## src/rtl/instruction_fetch_unit.sv

```systemverilog
// Fetch stage for a SPARC-style control unit. It holds the PC/nPC pair,
// reads one instruction word from RAM, and presents it on IR_Out until the
// control unit reports exec_done. PC/nPC then advance with delay-slot
// semantics. Misaligned PCs and memory timeouts raise a sticky fault.
module instruction_fetch_unit #(
    parameter logic [31:0] RESET_PC    = 32'h0000_0000,
    parameter int          MEM_TIMEOUT = 16,
    parameter logic [5:0]  RD_OPCODE   = 6'b000000
) (
    input  logic        Clk,
    input  logic        RESET,
    output logic [31:0] mem_addr,
    output logic        mem_read,
    output logic [5:0]  RAM_OpCode,
    input  logic        MFC,
    input  logic [31:0] mem_data,
    output logic [31:0] IR_Out,
    output logic        ir_valid,
    input  logic        exec_done,
    input  logic        redirect_valid,
    input  logic [31:0] redirect_addr,
    output logic [31:0] PC_out,
    output logic [31:0] nPC_out,
    output logic        fault,
    output logic [1:0]  fault_code
);

    localparam int TIMER_W = $clog2(MEM_TIMEOUT + 1);
    localparam logic [TIMER_W-1:0] TIMER_LAST = TIMER_W'(MEM_TIMEOUT - 1);

    localparam logic [1:0] CODE_NONE      = 2'b00;
    localparam logic [1:0] CODE_MISALIGN  = 2'b01;
    localparam logic [1:0] CODE_TIMEOUT   = 2'b10;

    typedef enum logic [1:0] {
        ST_FETCH,
        ST_WAIT,
        ST_ISSUE,
        ST_FAULT
    } state_t;

    state_t             state_reg, state_next;
    logic [31:0]        pc_reg, pc_next;
    logic [31:0]        npc_reg, npc_next;
    logic [31:0]        ir_reg, ir_next;
    logic               ir_valid_reg, ir_valid_next;
    logic [31:0]        mem_addr_reg, mem_addr_next;
    logic               mem_read_reg, mem_read_next;
    logic               fault_reg, fault_next;
    logic [1:0]         fault_code_reg, fault_code_next;
    logic [TIMER_W-1:0] timer_reg, timer_next;

    // State register: reset wins at every edge, including mid-WAIT, so a late MFC finds FETCH
    always_ff @(posedge Clk) begin
        if (RESET) begin
            state_reg      <= ST_FETCH;
            pc_reg         <= RESET_PC;
            npc_reg        <= RESET_PC + 32'd4;
            ir_reg         <= 32'd0;
            ir_valid_reg   <= 1'b0;
            mem_addr_reg   <= 32'd0;
            mem_read_reg   <= 1'b0;
            fault_reg      <= 1'b0;
            fault_code_reg <= CODE_NONE;
            timer_reg      <= '0;
        end else begin
            state_reg      <= state_next;
            pc_reg         <= pc_next;
            npc_reg        <= npc_next;
            ir_reg         <= ir_next;
            ir_valid_reg   <= ir_valid_next;
            mem_addr_reg   <= mem_addr_next;
            mem_read_reg   <= mem_read_next;
            fault_reg      <= fault_next;
            fault_code_reg <= fault_code_next;
            timer_reg      <= timer_next;
        end
    end

    // Next-state and datapath updates; every register holds unless its state says otherwise
    always_comb begin
        state_next      = state_reg;
        pc_next         = pc_reg;
        npc_next        = npc_reg;
        ir_next         = ir_reg;
        ir_valid_next   = ir_valid_reg;
        mem_addr_next   = mem_addr_reg;
        mem_read_next   = mem_read_reg;
        fault_next      = fault_reg;
        fault_code_next = fault_code_reg;
        timer_next      = timer_reg;

        case (state_reg)
            ST_FETCH: begin
                if (pc_reg[1:0] != 2'b00) begin
                    // A misaligned target is only caught here, once it has become PC
                    fault_next      = 1'b1;
                    fault_code_next = CODE_MISALIGN;
                    state_next      = ST_FAULT;
                end else begin
                    mem_addr_next = pc_reg;
                    mem_read_next = 1'b1;
                    timer_next    = '0;
                    state_next    = ST_WAIT;
                end
            end
            ST_WAIT: begin
                if (MFC) begin
                    ir_next       = mem_data;
                    ir_valid_next = 1'b1;
                    mem_read_next = 1'b0;
                    state_next    = ST_ISSUE;
                end else begin
                    timer_next = timer_reg + TIMER_W'(1);
                    if (timer_reg == TIMER_LAST) begin
                        mem_read_next   = 1'b0;
                        fault_next      = 1'b1;
                        fault_code_next = CODE_TIMEOUT;
                        state_next      = ST_FAULT;
                    end
                end
            end
            ST_ISSUE: begin
                if (exec_done) begin
                    // Delay slot: the old nPC executes next, the redirect lands after it
                    ir_valid_next = 1'b0;
                    pc_next       = npc_reg;
                    npc_next      = redirect_valid ? redirect_addr : (npc_reg + 32'd4);
                    state_next    = ST_FETCH;
                end
            end
            default: begin
                mem_read_next = 1'b0;
                ir_valid_next = 1'b0;
            end
        endcase
    end

    // The opcode bus is gated bit-by-bit by the read strobe so it reads zero when idle
    genvar gi;
    generate
        for (gi = 0; gi < 6; gi++) begin : g_opcode
            assign RAM_OpCode[gi] = RD_OPCODE[gi] & mem_read_reg;
        end
    endgenerate

    assign mem_addr   = mem_addr_reg;
    assign mem_read   = mem_read_reg;
    assign IR_Out     = ir_reg;
    assign ir_valid   = ir_valid_reg;
    assign PC_out     = pc_reg;
    assign nPC_out    = npc_reg;
    assign fault      = fault_reg;
    assign fault_code = fault_code_reg;

endmodule

```

## config.mk

```make
export PLATFORM = sky130hd
export DESIGN_NAME = instruction_fetch_unit
export DESIGN_NICKNAME = d
export VERILOG_FILES = /design/src/rtl/instruction_fetch_unit.sv
export SDC_FILE = /design/constraint.sdc
export NUM_CORES = 1
export LEC_CHECK = 0
export ABC_AREA = 0
export CAP_MARGIN = 20
export CORE_MARGIN = 3
export CORE_UTILIZATION = 45
export CTS_CLUSTER_DIAMETER = 80
export DETAILED_ROUTE_END_ITERATION = 10
export PLACE_DENSITY = 0.84
export SLEW_MARGIN = 10
export SYNTH_ARGS = -nofsm -noshare
export SYNTH_HDL_FRONTEND = slang
export SYNTH_SLANG_ARGS = --single-unit
```

## constraint.sdc

```tcl
create_clock -name Clk -period 2.91 [get_ports Clk]
set_input_delay 0.582 -clock Clk [delete_from_list [all_inputs] [get_ports Clk]]
set_output_delay 0.582 -clock Clk [all_outputs]
set_load 0.01 [all_outputs]
```

==> key figures, run 1 <==
Global route
  – First-pass GRT wire length: roughly 30,000 um
  – Initial antenna violation count: 0
  – GRT Util Overall: 25.0%
  – GR Overflow Total: 0
  – Largest net degree at the start of global routing: 100
  – Vias in the first global route: between 5,000 and 6,000

Synthesis
  – Top post-synthesis cells by area: dfxtp_1 46%, nand2_1 14%, a21oi_1 9.7%, clkbuf_1 3.4%, nor2_1 2.3%
  – Synth area leader: dfxtp_1
  – FFs w/ async S/R, synth: 0%
  – Count of unique library cells instantiated by Yosys: 56
  – Synthesized flop and latch total: 140
  – Post-synth top flop: dfxtp_1
  – Synthesized area: around 0.0061 mm^2
  – Ys Warns: 0
  – Mapped Cells: between 700 and 800
  – Share of the synthesized area in the top cell type: a little under half
  – Syn Area/Cell: a little under 8 um^2
  – Post-synth EDFFs: 0
  – Sequential element share of the synthesized area: a little under half

Floorplan
  – Die height: around 120 um
  – Initial Utilization: 46.2%
  – Core area: between 0.01 and 0.015 mm^2
  – Die width: around 120 um
  – I/O pin count: 208
  – Full die area: 0.0151 mm^2
  – Core Rows: 42

Clock tree
  – Clock tree root buffer cell: clkbuf_16
  – CTS Buf Count: 17
  – H-tree depth: 4
  – Post-CTS setup buffers: 0
  – PostCTS Resize Cnt: 0
  – TritonCTS Sinks: 140
  – Clock Pin Slew Worst Setup and Hold Paths: about 0.06 ns
  – Cts hold-fix bufs: 0
  – CTS tree: done
  – Clock buffer depth: 2
  – Skew-Pair Late Insertion Delay: 0.42 ns

STA
  – RSZ-0062 raised after global routing: false
  – Final hold vios: 0
  – Final setup violation count: 0
  – Rel. slew slack: between 40% and 50%
  – Worst Skew: just under 0.008 ns
  – Setup ws final: between 0.5 and 0.6 ns
  – Worst slew pin tran: 0.775 ns
  – Total negative setup slack: 0 ns
  – Min Hold Slack: between 0.4 and 0.5 ns
  – Max Freq: about 0.42 GHz
  – Fin crit share: just over 80%
  – Final min period: around 2.4 ns
  – Pins Over Slew Limit: 0

Cells and area
  – Layout net count: around 1,000
  – FILL cells: around 1,100
  – Share of layout cells above drive strength 1: approximately 5.7%
  – Synth-to-layout area growth: 44.1%
  – Antenna Cells: 0
  – Multi-input logic area: between 0.003 and 0.004 mm^2
  – Reg area: 0.00280 mm^2

Power
  – Total power: between 5 and 6 mW
  – Pwr dens: roughly 610 mW/mm^2
  – Leakage: about 3 nW
  – VDD IR max: 0.000373 V

Route
  – Routed Antenna Nets: 0
  – TritonRoute pass-1 iters: 5
  – Drt initial violations: around 570
  – DRC: 0
  – Vias: 6,441
  – Final WL: between 15,000 and 20,000 um
  – DR WL/cell: approximately 16 um
  – Vias/cell: between 5 and 6

Placed design
  – Port bufs: between 200 and 250
  – DP HPWL: 13,300 um
  – Place WS: about 0.41 ns
  – Placer congestion estimate: around 0.95

Min path
  – Min-delay src: IR_Out[8]
  – Hold path depth: 2
  – Hold path endpoint: IR_Out[8]
  – Hold Path Class: flop to flop

Setup path
  – Crit path required time: approximately 3.3 ns
  – CP Max Fanout: 8
  – WS Path Type: flop to flop
  – Cells along the critical path: ha_1 -> nand4_4 -> or3_1 -> or4_1 -> a41oi_1
  – Terminus of the critical flop-to-flop path: nPC_out[28]
  – Arr. time, crit path: between 2 and 3 ns
  – CP max-delay cell: or4_1
  – Buffers & Inverters on Critical Path: 0
  – Top cell family by delay on the critical path: simple AND/OR/NAND/NOR gates
  – Crit start category: flop
  – Worst Setup End Kind: flop
  – Max incr delay on CP: 0.57 ns
  – R2R depth: 5
  – Worst r2r src: nPC_out[3]
  – Flop2flop setup slack: roughly 0.52 ns

Flow run
  – Max Cap Viol: 0

Outcome
  – Status: finished clean
-- cell families after synthesis --
kind of cell,count (synthesis),share of synthesized area [%]
AO/OA/AOI/OAI,194,18.8
other,1,0.0610
multiplexers,9,1.47
adder cells (fa/ha/maj),7,1.42
buffers and inverters,81,5.43
AND/OR/NAND/NOR,365,26.9
flip-flops,140,45.6
XOR/XNOR,2,0.285
-- layout make-up --
type                            instances  share of cell area, %
Clock buffer                           20                   5.27
Clock inverter                         11                   1.60
Inverter                               11                  0.466
Sequential cell                       140                   31.6
Multi-Input combinational cell        583                   34.3
Tap cell                              176                   2.49
Timing Repair Buffer                  218                   24.3
-- worst max path at each step --
stage               startpoint  slack, ns  depth (start not counted)           to
floorplan           nPC_out[2]       0.78                          6  nPC_out[28]
detailed placement   exec_done       0.41                          5  nPC_out[14]
finish              nPC_out[3]       0.52                          5  nPC_out[28]
CTS                 nPC_out[3]       0.57                          5  nPC_out[28]
global placement     exec_done       0.43                          5  nPC_out[14]
global route        nPC_out[3]       0.41                          5  nPC_out[28]
-- cell usage after synthesis, types with 3 or more instances --
master,count
buf_4,6
mux2i_1,9
nand4_1,19
a31oi_1,7
ha_1,7
dfxtp_1,140
nand3b_1,6
o311ai_0,7
or4_1,3
o41ai_1,3
a32oi_1,3
a41oi_1,5
and3_1,12
clkbuf_1,55
or3_1,4
and2_1,3
o21ai_0,17
a22oi_1,4
inv_1,11
nand3_1,21
nor3_1,11
buf_1,3
nand2_1,222
nor4_1,5
nand2b_1,3
nor2_1,37
a211oi_1,4
a21oi_1,119
buf_2,5
and4_1,3
nor2b_1,5
o211ai_1,5
o21a_1,3
a41o_1,3
-- per-layer routing --
layer  wire, um  vias to the layer above  share of wire (%)  track usage (%)
li1           -                     3109                  -                -
met1       8200                     2965                 43             35.3
met2       8900                      328                 47             37.3
met3       1520                       39                7.9             4.65
met4        504                        0                2.6             10.7
met5          0                        -                  0                0
-- cell usage in the layout (no fill, tap or decap), types with 3 or more instances in the layout --
master / instances
and3_1: 12
o41ai_1: 3
o311ai_0: 7
o21ai_0: 17
mux2i_1: 9
clkinvlp_4: 3
nand3b_1: 6
bufinv_16: 3
a32oi_1: 3
nand2_1: 221
clkdlybuf4s50_1: 200
inv_1: 11
a41o_1: 3
a211oi_1: 4
nor4_1: 5
dfxtp_1: 140
conb_1: 6
o211ai_1: 5
a22oi_1: 4
a21oi_1: 119
a41oi_1: 5
nor2b_1: 5
nand2b_1: 3
or4_1: 3
o21a_1: 3
nand3_1: 21
or3_1: 4
nor3_1: 11
clkbuf_16: 17
ha_1: 7
a31oi_1: 7
nand4_1: 19
buf_4: 17
and4_1: 3
clkinv_2: 4
nor2_1: 37
clkbuf_8: 3
-- report_power, final --
group          internal [mW]  switching, mW  total [mW]
sequential              2.03         0.0961        2.12
clock                   1.41          0.814        2.22
combinational          0.437          0.591        1.03
-- stage by stage --
stage          util [%]  instances  instance area (um^2)
5_1_grt            66.6       1159                  8860
3_3_place_gp       62.1       1128                  8250
3_5_place_dp       62.1       1128                  8250
6_report           66.6       1159                  8860
2_1_floorplan         -        804                  6170
4_1_cts            66.6       1159                  8860
-- worst register-to-register path, cell delays in order, from the launching register on --
cell and delay [ns]:
dfxtp_1 0.48, ha_1 0.36, nand4_4 0.19, or3_1 0.54
or4_1 0.57, a41oi_1 0.19
No activity file was read; power rests on OpenSTA's default activity.
==> inputs of run 2 (changes only) <==
--- a/config.mk
+++ b/config.mk
@@ -8,10 +8,10 @@
 export ABC_AREA = 0
 export CAP_MARGIN = 20
 export CORE_MARGIN = 3
-export CORE_UTILIZATION = 45
+export CORE_UTILIZATION = 41
 export CTS_CLUSTER_DIAMETER = 80
 export DETAILED_ROUTE_END_ITERATION = 10
-export PLACE_DENSITY = 0.84
+export PLACE_DENSITY = 0.81
 export SLEW_MARGIN = 10
 export SYNTH_ARGS = -nofsm -noshare
 export SYNTH_HDL_FRONTEND = slang
==> constraint.sdc (replaced) <==
create_clock -name Clk -period 2.05 [get_ports Clk]
set_input_delay 0.41 -clock Clk [delete_from_list [all_inputs] [get_ports Clk]]
set_output_delay 0.41 -clock Clk [all_outputs]
set_load 0.01 [all_outputs]
==> run 2 against run 1 <==
- critical path depth is the same
- flip-flop and latch count stayed put
- count of clock-buffer cells in the layout down 2
- cell count is 4.3% higher
- register-to-register slack worse by 0.42 ns
- critical path type unchanged
- critical endpoint is now nPC_out[14]
==> key figures, run 2 (same netlist as run 1, synthesis figures left out) <==
Setup path
  – Cells along the critical path: ha_2 -> nand3_1 -> or3_1 -> or4_2 -> a31oi_1
  – CP Max Fanout: 6 (-2)
  – Worst Setup SP: state_reg[1]
  – Worst Setup End Kind: flop
  – Crit start category: flop
  – Crit path required time: 2.39 ns (-0.86 ns)
  – Top cell family by delay on the critical path: simple AND/OR/NAND/NOR gates
  – WS Path Type: flop to flop
  – Max incr delay on CP: 0.54 ns (-0.03 ns)
  – Worst r2r src: state_reg[1]
  – CP max-delay cell: or4_2
  – Arr. time, crit path: 2.29 ns (-0.44 ns)
  – Buffers & Inverters on Critical Path: 0 (unchanged)

Floorplan
  – Die width: 128 um (+4.5%)
  – Die height: 128 um (+4.5%)
  – Full die area: 0.0165 mm^2 (+9.3%)
  – I/O pin count: 208 (unchanged)
  – Initial Utilization: 42.1% (-4.1 points)
  – Core area: 0.0146 mm^2 (+9.7%)
  – Core Rows: 44 (+4.8%)

Global route
  – Met3 usage: 4.52% (-0.13 points)
  – Most used routing layer: met2
  – Met2 usage: 35.1% (-2.2 points)
  – GRT met1 Usage: 32.8% (-2.5 points)
  – GRT Util Overall: 23.5% (-1.5 points)
  – GR Overflow Total: 0 (unchanged)
  – Vias in the first global route: 6,020 (+4.3%)
  – Largest net degree at the start of global routing: 88 (-12%)
  – Initial antenna violation count: 0 (unchanged)
  – First-pass GRT wire length: 31,200 um (+3.8%)

Cells and area
  – FILL cells: 1,238 (+11%)
  – Commonest non-fill, non-tap cells in the layout: 221 x nand2_1, 200 x clkdlybuf4s50_1, 138 x dfxtp_1
  – Most common cell after layout, fill and taps aside: nand2_1
  – Fin area: 0.00931 mm^2 (+5.1%)
  – Synth-to-layout area growth: 51.4%
  – Layout net count: 1,088 (+3.9%)
  – Share of layout cells above drive strength 1: 10.0% (+4.4 points)
  – Antenna Cells: 0 (unchanged)

STA
  – Rel. slew slack: 60.8% (+13 points)
  – Worst slew pin tran: 0.588 ns (-0.188 ns)
  – RSZ-0062 raised after global routing: false
  – Setup ws final: 0.0967 ns (-0.421 ns)
  – Fin crit share: 95.3% (+13 points)
  – Final min period: 1.95 ns (-0.439 ns)
  – Pins Over Slew Limit: 0 (unchanged)
  – Max Freq: 0.512 GHz (+22%)
  – Total negative setup slack: 0 ns (unchanged)
  – Worst Skew: 0.00650 ns (-0.00145 ns)
  – Final setup violation count: 0 (unchanged)
  – Min Hold Slack: 0.451 ns (+0.000150 ns)
  – Final hold vios: 0 (unchanged)

Route
  – Drt initial violations: 625 (+11%)
  – DRC: 0 (unchanged)
  – Vias/cell: 5.45 (-1.8%)
  – Vias: 6,595 (+2.4%)
  – DR WL/cell: 16.4 um (-0.75%)
  – TritonRoute pass-1 iters: 5 (unchanged)
  – Final WL: 19,800 um (+3.5%)
  – Routed Antenna Nets: 0 (unchanged)

Placed design
  – Place WS: -0.124 ns (-0.538 ns)
  – DP HPWL: 14,100 um (+6.2%)
  – Placer congestion estimate: 0.946 (-0.20%)
  – Port bufs: 201 (unchanged)
  – Placed Area: 0.00862 mm^2 (+4.5%)

Clock tree
  – Clock Pin Slew Worst Setup and Hold Paths: 0.06 ns (about the same)
  – CTS Buf Count: 17 (unchanged)
  – Clock buffer depth: 2 (unchanged)
  – TritonCTS Sinks: 140 (unchanged)
  – Clock tree root buffer cell: clkbuf_16
  – CTS tree: done
  – H-tree depth: 4 (unchanged)
  – Skew-Pair Late Insertion Delay: 0.42 ns (about the same)

Min path
  – Min-delay src: mem_addr[8]
  – Hold Path Class: flop to flop

Outcome
  – Status: finished clean

Power
  – Leakage: 3.24 nW (+8.6%)
  – VDD IR max: 0.000666 V (+78%)
  – Pwr dens: 871 mW/mm^2 (+44%)
  – Total power: 8.11 mW (+51%)

Flow run
  – Max Cap Viol: 0 (unchanged)
-- run 2: cell count changes in the layout (fill, tap and decap cells not counted), moves of 2 or more --
cell and change:
buf_4 +38, buf_12 +3, bufinv_16 +3, clkbuf_8 -2
clkinv_2 -2, clkinv_4 +2, dfxtp_1 -2, dfxtp_2 +2
ha_1 -2
-- run 2: timing repair --
action,4_1_cts,5_1_grt
resized for setup,0,3
setup buffers,0,0
hold buffers,0,0
endpoints found under the setup margin,0,3
-- run 2: area by class of cell --
class	count	area, um^2	share of cell area [%]
flip-flops and latches	140	2810	30.1
clock buffers	18	439	4.72
clock inverters	14	240	2.58
repair buffers	259	2490	26.8
inverters	11	41.3	0.444
well taps	184	230	2.47
multi-input cells	583	3060	32.8
-- run 2: metal layers --
metal | share of wire (%) | vias to the layer above
met5 | 0 | -
met4 | 3.5 | 0
met3 | 7.7 | 53
met2 | 45 | 304
met1 | 43 | 3037
li1 | - | 3201
-- run 2: worst paths after layout --
check / to / slack [ns] / depth (start not counted)
max: nPC_out[14] / 0.1 / 5
min: mem_addr[8] / 0.45 / 2
max reg2reg: nPC_out[14] / 0.1 / 5
min reg2reg: mem_addr[8] / 0.45 / 2
-- run 2: metrics by stage --
| step | instances | utilization, % |
|---|---|---|
| finish | 1209 | 63.8 |
| global route | 1209 | 63.8 |
| CTS | 1209 | 63.7 |
| detailed placement | 1177 | 59.1 |
| global placement | 1177 | 59.1 |
| floorplan | 804 | - |
-- run 2: report_power, final --
part | total (mW) | leakage [nW] | switching [mW] | internal [mW]
sequential | 2.99 | 1.13 | 0.112 | 2.88
combinational | 1.61 | 1.78 | 0.894 | 0.714
clock | 3.51 | 0.327 | 1.19 | 2.32
-- run 2: worst reg2reg max path, cell delays in order (launching register included) --
cell,delay (ns)
dfxtp_1,0.38
ha_2,0.27
nand3_1,0.11
or3_1,0.39
or4_2,0.54
a31oi_1,0.19
